[src/rtl/mem_arbiter_pkg.sv]
// Shared types for the memory arbiter: FSM state, latched operation and
// the width of the RAM latency counter.
package mem_arb_pkg;

  typedef enum logic [1:0] {
    IDLE     = 2'd0,
    IFETCH   = 2'd1,
    DACCESS  = 2'd2
  } arb_state_t;

  typedef enum logic [1:0] {
    OP_NONE  = 2'd0,
    OP_READ  = 2'd1,
    OP_WRITE = 2'd2
  } op_t;

  // Wide enough for RAM_LATENCY-1 over the full 1..15 latency range.
  localparam int CNT_W = $clog2(16);

  function automatic op_t decode_data_op(input logic ren, input logic wen);
    if (wen)      return OP_WRITE;
    else if (ren) return OP_READ;
    else          return OP_NONE;
  endfunction

endpackage

[src/rtl/mem_arbiter_if.sv]
// Bundle of requester-side and RAM-side signals around the arbiter.
// slave = arbiter view, master = requesters plus RAM view.
interface mem_arbiter_if
  import mem_arb_pkg::*;
#(
  parameter int ADDR_W = 9,
  parameter int DATA_W = 32
) ();

  // Requests are levels: one is accepted on an edge where the arbiter is
  // idle and neither ready is high; the matching ready then pulses for one
  // cycle, and requesters must drop or re-present the request afterwards.
  logic              i_req;
  logic [ADDR_W-1:0] i_addr;
  logic              i_ready;
  logic [DATA_W-1:0] i_data;
  logic              d_ren;
  logic              d_wen;
  logic [ADDR_W-1:0] d_addr;
  logic [DATA_W-1:0] d_wdata;
  logic              d_ready;
  logic [DATA_W-1:0] d_rdata;
  logic [ADDR_W-1:0] ram_addr;
  logic [DATA_W-1:0] ram_wdata;
  logic              ram_ren;
  logic              ram_wen;
  logic [DATA_W-1:0] ram_rdata;
  logic [31:0]       stall_cnt;
  arb_state_t        dbg_state;

  modport slave (
    input  i_req, i_addr, d_ren, d_wen, d_addr, d_wdata, ram_rdata,
    output i_ready, i_data, d_ready, d_rdata,
           ram_addr, ram_wdata, ram_ren, ram_wen, stall_cnt, dbg_state
  );

  modport master (
    output i_req, i_addr, d_ren, d_wen, d_addr, d_wdata, ram_rdata,
    input  i_ready, i_data, d_ready, d_rdata,
           ram_addr, ram_wdata, ram_ren, ram_wen, stall_cnt, dbg_state
  );

endinterface

[src/rtl/mem_arbiter_wait_counter.sv]
// Down-counter that times a RAM access: loaded on acceptance, decremented
// every busy edge, flags zero on the completing edge.
module wait_counter
  import mem_arb_pkg::*;
(
  input  logic             clk,
  input  logic             nRST,
  input  logic             load,
  input  logic [CNT_W-1:0] load_val,
  input  logic             dec,
  output logic             zero
);

  logic [CNT_W-1:0] cnt_q, cnt_d;

  always_comb begin
    cnt_d = cnt_q;
    if (load) begin
      cnt_d = load_val;
    end else if (dec && (cnt_q != '0)) begin
      cnt_d = cnt_q - CNT_W'(1);
    end
  end

  always_ff @(posedge clk or negedge nRST) begin
    if (!nRST) cnt_q <= '0;
    else       cnt_q <= cnt_d;
  end

  assign zero = (cnt_q == '0);

endmodule

[src/rtl/mem_arbiter.sv]
// Single-port RAM arbiter between an instruction fetch port and a data port,
// data side has priority. Define MEM_ARB_STATS_EN to enable the stall counter.
module mem_arbiter
  import mem_arb_pkg::*;
#(
  parameter int ADDR_W      = 9,
  parameter int DATA_W      = 32,
  parameter int RAM_LATENCY = 2
)
(
  input  logic           clk,
  input  logic           nRST,
  mem_arbiter_if.slave   bus
);

  localparam logic [CNT_W-1:0] LOAD_VAL = CNT_W'(RAM_LATENCY - 1);

  arb_state_t        state_q, state_d;
  op_t               op_q, op_d;
  logic [ADDR_W-1:0] addr_q, addr_d;
  logic [DATA_W-1:0] wdata_q, wdata_d;
  logic [DATA_W-1:0] i_data_q, i_data_d;
  logic [DATA_W-1:0] d_rdata_q, d_rdata_d;
  logic              i_ready_q, i_ready_d;
  logic              d_ready_q, d_ready_d;
  logic              cnt_zero;
  logic              busy;
  logic              accept;
  logic              done;
  logic              ram_ren_c, ram_wen_c;

  assign busy   = (state_q != IDLE);
  assign accept = (state_q == IDLE) && (state_d != IDLE);
  assign done   = busy && cnt_zero;

  wait_counter u_wait (
    .clk      (clk),
    .nRST     (nRST),
    .load     (accept),
    .load_val (LOAD_VAL),
    .dec      (busy),
    .zero     (cnt_zero)
  );

  always_ff @(posedge clk or negedge nRST) begin
    if (!nRST) state_q <= IDLE;
    else       state_q <= state_d;
  end

  // The ready flops double as the one-cycle turnaround block.
  always_comb begin
    state_d = state_q;
    case (state_q)
      IDLE: begin
        if (!i_ready_q && !d_ready_q) begin
          if (bus.d_ren || bus.d_wen) state_d = DACCESS;
          else if (bus.i_req)         state_d = IFETCH;
        end
      end
      IFETCH, DACCESS: begin
        if (cnt_zero) state_d = IDLE;
      end
      default: state_d = IDLE;
    endcase
  end

  always_comb begin
    ram_ren_c = 1'b0;
    ram_wen_c = 1'b0;
    if (busy) begin
      ram_ren_c = (op_q == OP_READ);
      ram_wen_c = (op_q == OP_WRITE);
    end
  end

  always_comb begin
    op_d      = op_q;
    addr_d    = addr_q;
    wdata_d   = wdata_q;
    i_data_d  = i_data_q;
    d_rdata_d = d_rdata_q;
    i_ready_d = 1'b0;
    d_ready_d = 1'b0;
    if (accept) begin
      wdata_d = bus.d_wdata;
      if (state_d == DACCESS) begin
        addr_d = bus.d_addr;
        op_d   = decode_data_op(bus.d_ren, bus.d_wen);
      end else begin
        addr_d = bus.i_addr;
        op_d   = OP_READ;
      end
    end
    if (done) begin
      op_d = OP_NONE;
      if (state_q == IFETCH) begin
        i_data_d  = bus.ram_rdata;
        i_ready_d = 1'b1;
      end else begin
        if (op_q == OP_READ) d_rdata_d = bus.ram_rdata;
        d_ready_d = 1'b1;
      end
    end
  end

  always_ff @(posedge clk or negedge nRST) begin
    if (!nRST) begin
      op_q      <= OP_NONE;
      addr_q    <= '0;
      wdata_q   <= '0;
      i_data_q  <= '0;
      d_rdata_q <= '0;
      i_ready_q <= 1'b0;
      d_ready_q <= 1'b0;
    end else begin
      op_q      <= op_d;
      addr_q    <= addr_d;
      wdata_q   <= wdata_d;
      i_data_q  <= i_data_d;
      d_rdata_q <= d_rdata_d;
      i_ready_q <= i_ready_d;
      d_ready_q <= d_ready_d;
    end
  end

`ifdef MEM_ARB_STATS_EN
  logic [31:0] stall_q, stall_d;

  always_comb begin
    stall_d = stall_q;
    if ((bus.i_req || bus.d_ren || bus.d_wen) && !i_ready_q && !d_ready_q &&
        (stall_q != 32'hFFFF_FFFF)) begin
      stall_d = stall_q + 32'd1;
    end
  end

  always_ff @(posedge clk or negedge nRST) begin
    if (!nRST) stall_q <= '0;
    else       stall_q <= stall_d;
  end

  assign bus.stall_cnt = stall_q;
`else
  assign bus.stall_cnt = '0;
`endif

  assign bus.i_ready   = i_ready_q;
  assign bus.i_data    = i_data_q;
  assign bus.d_ready   = d_ready_q;
  assign bus.d_rdata   = d_rdata_q;
  assign bus.ram_addr  = addr_q;
  assign bus.ram_wdata = wdata_q;
  assign bus.ram_ren   = ram_ren_c;
  assign bus.ram_wen   = ram_wen_c;
  assign bus.dbg_state = state_q;

endmodule
[src/flat_wrapper.sv]
// flat-port wrapper written by rule: the top's interface ports become plain ports
module mem_arbiter_flat import mem_arb_pkg::*;
#(
  parameter int ADDR_W      = 9,
  parameter int DATA_W      = 32,
  parameter int RAM_LATENCY = 2
)
  (clk, nRST, bus_i_req, bus_i_addr, bus_d_ren, bus_d_wen, bus_d_addr, bus_d_wdata, bus_ram_rdata, bus_i_ready, bus_i_data, bus_d_ready, bus_d_rdata, bus_ram_addr, bus_ram_wdata, bus_ram_ren, bus_ram_wen, bus_stall_cnt, bus_dbg_state);
  mem_arbiter_if #(.ADDR_W(ADDR_W), .DATA_W(DATA_W)) bus_i ();
  input  logic clk;
  input  logic nRST;
  input wire logic [$bits(bus_i.i_req)-1:0] bus_i_req;
  input wire logic [$bits(bus_i.i_addr)-1:0] bus_i_addr;
  input wire logic [$bits(bus_i.d_ren)-1:0] bus_d_ren;
  input wire logic [$bits(bus_i.d_wen)-1:0] bus_d_wen;
  input wire logic [$bits(bus_i.d_addr)-1:0] bus_d_addr;
  input wire logic [$bits(bus_i.d_wdata)-1:0] bus_d_wdata;
  input wire logic [$bits(bus_i.ram_rdata)-1:0] bus_ram_rdata;
  output wire logic [$bits(bus_i.i_ready)-1:0] bus_i_ready;
  output wire logic [$bits(bus_i.i_data)-1:0] bus_i_data;
  output wire logic [$bits(bus_i.d_ready)-1:0] bus_d_ready;
  output wire logic [$bits(bus_i.d_rdata)-1:0] bus_d_rdata;
  output wire logic [$bits(bus_i.ram_addr)-1:0] bus_ram_addr;
  output wire logic [$bits(bus_i.ram_wdata)-1:0] bus_ram_wdata;
  output wire logic [$bits(bus_i.ram_ren)-1:0] bus_ram_ren;
  output wire logic [$bits(bus_i.ram_wen)-1:0] bus_ram_wen;
  output wire logic [$bits(bus_i.stall_cnt)-1:0] bus_stall_cnt;
  output wire logic [$bits(bus_i.dbg_state)-1:0] bus_dbg_state;
  assign bus_i.i_req = bus_i_req;
  assign bus_i.i_addr = bus_i_addr;
  assign bus_i.d_ren = bus_d_ren;
  assign bus_i.d_wen = bus_d_wen;
  assign bus_i.d_addr = bus_d_addr;
  assign bus_i.d_wdata = bus_d_wdata;
  assign bus_i.ram_rdata = bus_ram_rdata;
  assign bus_i_ready = bus_i.i_ready;
  assign bus_i_data = bus_i.i_data;
  assign bus_d_ready = bus_i.d_ready;
  assign bus_d_rdata = bus_i.d_rdata;
  assign bus_ram_addr = bus_i.ram_addr;
  assign bus_ram_wdata = bus_i.ram_wdata;
  assign bus_ram_ren = bus_i.ram_ren;
  assign bus_ram_wen = bus_i.ram_wen;
  assign bus_stall_cnt = bus_i.stall_cnt;
  assign bus_dbg_state = bus_i.dbg_state;
  mem_arbiter #(.ADDR_W(ADDR_W), .DATA_W(DATA_W), .RAM_LATENCY(RAM_LATENCY)) u_core (.clk(clk), .nRST(nRST), .bus(bus_i));
endmodule
[config.mk]
export PLATFORM = sky130hd
export DESIGN_NAME = mem_arbiter_flat
export DESIGN_NICKNAME = d
export VERILOG_FILES = /design/src/rtl/mem_arbiter_pkg.sv /design/src/rtl/mem_arbiter_if.sv /design/src/rtl/mem_arbiter_wait_counter.sv /design/src/rtl/mem_arbiter.sv /design/src/flat_wrapper.sv
export SDC_FILE = /design/constraint.sdc
export NUM_CORES = 1
export LEC_CHECK = 0
export CAP_MARGIN = 20
export CORE_ASPECT_RATIO = 0.9
export CORE_MARGIN = 2
export CORE_UTILIZATION = 37
export DETAILED_ROUTE_END_ITERATION = 6
export PLACE_DENSITY = 0.76
export SLEW_MARGIN = 10
export SYNTH_ARGS = -nofsm -noshare
export SYNTH_HDL_FRONTEND = slang
export SYNTH_SLANG_ARGS = --single-unit
[constraint.sdc]
create_clock -name clk -period 1.75 [get_ports clk]
set_input_delay 0.525 -clock clk [delete_from_list [all_inputs] [get_ports clk]]
set_output_delay 0.525 -clock clk [all_outputs]
set_load 0.05 [all_outputs]
---- After elaboration in Yosys (flattened, before gate mapping) ----
Cells that the tools add are included.
operators by class
  reduce and logical (&&, ||, !) cells .... 17
  muxes and demuxes ....................... 19
  add/sub/neg operators ................... 1
  bitwise operators ....................... 1
  eq/ne operators ......................... 5
operators by type and width
  operator                                                             count
  2-bit 2-to-1 mux                                                     8
  9-bit 2-to-1 mux                                                     1
  4-bit 2-to-1 mux                                                     2
  2-bit nonzero test                                                   4
  1-bit 2-to-1 mux                                                     7
  2-bit == test (second input constant)                                3
  2-bit by 1-bit == test with 1-bit output (second input constant)     2
  1-bit logical AND                                                    4
  4-bit logical NOT                                                    1
  2-bit one-hot mux with 2 select lines                                1
  4-bit nonzero test                                                   1
  4-bit by 1-bit subtractor with 4-bit output (second input constant)  1
  3-bit AND reduction                                                  1
  1-bit logical NOT                                                    2
  2-bit logical NOT                                                    1
  2-bit AND reduction                                                  1
  2-bit OR reduction                                                   1
  1-bit logical OR                                                     1
  1-bit NOT                                                            1
word-level totals
  input port bits ......................... 87
  output and inout bits ................... 143
  logic and storage cells ................. 52
  register bits after elaboration ......... 115

---- Depth between registers and ports, before layout ----
  depth in word-level cells ............... 8
  depth in mapped cells ................... 9

---- Hierarchy ----
Synthesis repeated with hierarchy kept, for this count alone.
second synthesis, totals
  cell total of the unflattened synthesis .. 414
  area, all modules ....................... 4913.5 µm²
modules (own cells, without submodules)
  module        cells an instance  seq. area each (µm²)  area an instance (µm²)  times used
  mem_arbiter   387                2777.7                4643.2                  1
  wait_counter  27                 100.1                 270.3                   1

---- Worst setup path before layout ----
Ideal clock, no wire load.
  path type ............................... register to output
  start ................................... register u_core.state_q[1], in the netlist u_core.bus.dbg_state[1]
  end ..................................... output port bus_ram_wen
  path slack .............................. -1103 ps
  stages on the path, launching flop included .. 4
  data arrival time ....................... 2328 ps
  cells stage by stage .................... dfrtp_1 > inv_1 > ha_1 > nor3b_1
on the way
  longest elaborated chain between the ends .. 2
ends and longest elaborated chain
  what                    RTL line            text
  from (decl)             mem_arbiter.sv:18   arb_state_t state_q, state_d;
  from (signal assigned)  mem_arbiter.sv:47   else state_q <= state_d;
  2-bit nonzero test      mem_arbiter.sv:32   assign busy = (state_q != IDLE);
  1-bit 2-to-1 mux        mem_arbiter.sv:70   if (busy) begin
  to (decl)               flat_wrapper.sv:26  output wire logic [$bits(bus_i.ram_wen)-1:0] bus_ram_wen;
Every way passes these cells.

---- Final worst setup path ----
  start ................................... register u_core.state_q[0], in the netlist u_core.bus.dbg_state[0]
  end ..................................... output port bus_ram_wen
Same word-level chain as after synthesis.

==> results.cfg <==
[place]
pre_cts_ws_ns = -0.513
portBuffers = 197
gp_routability_congestion = 0.798
dp.final_hpwl_mm = 10.2

[floorplan]
rows = 39
die_x_um = 125
core_um2 = 12800
die_y_um = 113
start_util_pct = 38.2
die_area_um2 = 14200
ioPinCount = 230

[worst_setup_path]
max_stage_delay_ns = 0.41
reg2reg_setup_slack_ns = -0.24
worstReg2RegEnd = u_core.op_q[1]
cp_top_family = flip-flops
reg2reg_from = u_core.bus.dbg_state[0]
path_class = reg2out
path_buf_inv = 3
cp.arrival_ns = 1.52
critPathCaptureType = output port
startpoint = u_core.bus.dbg_state[0]
path_max_fanout = 3
startpoint_type = register
reg2reg_depth = 10
crit_path_top_delay_cell = dfrtp_4
cp_cell_sequence = inv_2, ha_4, buf_6, nor3b_4, buf_12
required_ns = 1.22

[sta]
clock-skew-final_ns = 0.00866
max_freq_ghz = 0.488
rsz0062_at_grt = yes
finalCritPeriodShare_pct = 117
setup_violations = 115
tns_ns = -15.07
maxSlewViolCount = 0
setup_slack_ns = -0.297
final_hold_viol_count = 0
fin_crit_ns = 2.05

[detailed_routing]
top_layer = met4
vias = 4302
routed_wl_mm = 17.2
dr.pass1.iters = 7
drc = 0
postRouteAntennaNets = 0
wire_per_inst_um = 19.7
wl_met1_mm = 6.23
wl_met2_mm = 9.13
route.met3.wl_mm = 1.59
vias_per_cell = 4.92
drt_iter0_drc = 255

[final_layout]
fill_cells = 707
diodes = 0
multi_input_area_um2 = 2110
fin_nets = 789
syn2layout_area_growth_pct = 103
seq_area_um2 = 2890
drive_gt1_share_pct = 45.4

[outcome]
violations = negative setup slack
status = finished with violations

[yosys]
synth_top_family_by_area = multiplexers
yosysSeqAreaShare_pct = 58.7
syn_avg_cell_area_um2 = 11.6
synth_cell_type_count = 35
synth-simple-area-share_pct = 13.2
synthAdderAreaFrac_pct = 1.28
muxShareOfSynthArea_pct = 14.7
synth-xor-area-share_pct = 0.536
synthCells = 422
netlist_area_um2 = 4900
synth-seq-cells = 115
yosysWarnings = 0
synth_compound_area_share_pct = 3.60

[grt]
overflow = 0
antenna_found_initial = 0
grt_pass1_wl_mm = 26.5
track_usage_pct = 24.3
grt_pass1_vias = 4739
grt_max_degree = 49

[pwr]
ir_worst_vdd_v = 0.00164
p_leak_uw = 0.00464
finalPower_uw = 26200
p_per_area_nw_per_um2 = 2630

[clock_network]
cts_max_level = 4
cts_buffer_depth = 2
cts_tree = yes
cts_buffers = 17
clk_pin_slew_ns = 0.06
clock_latency_ns = 0.42
cts.sinks = 115
clockRootBuffer = clkbuf_16
holdBufCountCts = 0

[worst_hold_path]
hold_class = in2async

[flow_run]
maxCapViolations = 0
-- worst max-delay path by stage --
stage / endpoint / slack, ns / cells past startpoint
2_1_floorplan: bus_ram_wen / -0.12 / 3
3_3_place_gp: u_core.bus.ram_addr[8] / -0.45 / 8
3_5_place_dp: u_core.bus.ram_wdata[6] / -0.51 / 7
4_1_cts: bus_ram_wen / -0.32 / 5
5_1_grt: bus_ram_wen / -0.34 / 5
6_report: bus_ram_wen / -0.30 / 5
-- cells by family (layout without fill, tap and decap cells) --
group           after synthesis  count (layout)
buf+inv                      57             314
compound gates               26              26
mux                          64              64
xor+xnor                      3               3
flops                       115             115
simple gates                151             151
other cells                   1              32
fa+ha+maj                     5               5
-- synthesized netlist by cell type --
cell,instances,area [um2]
xnor2_1,2,17.5
nor4_1,2,12.5
clkbuf_1,2,7.51
nor2_1,21,78.8
nor3_1,3,15.0
or3b_4,1,11.3
a2111oi_4,1,27.5
a21oi_1,2,10.0
a2111oi_0,1,8.76
mux2_1,10,113
buf_4,36,270
nand3_1,10,50.1
nor3b_2,2,25.0
xor2_1,1,8.76
buf_6,3,33.8
a31oi_1,9,56.3
clkbuf_2,1,5.00
or2_1,2,12.5
nor3_2,1,10.0
a21o_1,1,7.51
mux2_2,54,608
o31ai_1,1,7.51
conb_1,1,3.75
inv_1,7,26.3
buf_2,8,40.0
nand2_1,100,375
nor3b_1,1,7.51
a21oi_2,1,8.76
dfrtp_1,115,2880
ha_1,5,62.6
nor2_2,2,12.5
nand4_1,1,6.26
nand2b_1,4,25.0
o21ai_0,10,50.1
nand2_2,1,6.26
-- what timing repair did --
item | in CTS | in global routing
setup endpoints to repair | 112 | 118
pin swaps | 16 | 11
resized for setup | 95 | 25
gates cloned | 10 | 3
setup buffers | 23 | 10
-- where the power goes --
group          switching, uW  internal, uW
logic                   8330          8490
registers               1530          4020
clock network           1230          2630
-- through the flow --
step,hold slack [ns],utilization (%),std cells,instance area [um2]
CTS,0.00841,76.0,864,9750
global route,0.0274,77.7,874,9970
floorplan,0.229,-,453,5100
finish,0.0184,77.7,874,9970
detailed placement,0.461,65.3,800,8380
global placement,0.454,65.3,800,8380
-- placed cells by master, fill, tap and decap left out, types with 3 or more instances in the layout --
cell type        count
nand3_1              9
mux2_2              23
bufinv_16            5
o21ai_2              4
a31oi_1              9
buf_16               9
buf_6               20
nor3b_4              3
clkdlybuf4s50_1     82
dfrtp_1            111
buf_12             119
clkbuf_16           20
nand2_1             99
dfrtp_2              3
buf_4               38
nor2_1              19
clkbuf_8             3
conb_1              32
mux2_4              41
clkbuf_1             3
o21ai_1              5
inv_2                3
-- metal layers --
| metal | global-route usage [%] | vias up |
|---|---|---|
| met1 | 27.2 | 2147 |
| met4 | 8.96 | 0 |
| met5 | 0 | - |
| met2 | 42.2 | 230 |
| li1 | - | 1895 |
| met3 | 9.55 | 30 |
-- sequential cells by signal (all words and copies together), names as in the netlist --
name,flops
u_core.bus.i_data,32
u_core.bus.i_ready,1
u_core.op_q,2
u_core.u_wait.cnt_q,4
u_core.bus.d_ready,1
u_core.bus.d_rdata,32
u_core.bus.ram_wdata,32
u_core.bus.dbg_state,2
u_core.bus.ram_addr,9
-- final cells by class --
class	instances	area share [%]
timing repair buffer	275	40.9
sequential	115	28.9
multi-input combinational	281	21.2
clock buffer	23	4.79
tap	164	2.06
clock inverter	9	1.76
inverter	7	0.314
Note: power is estimated with default switching activity, not from simulation.
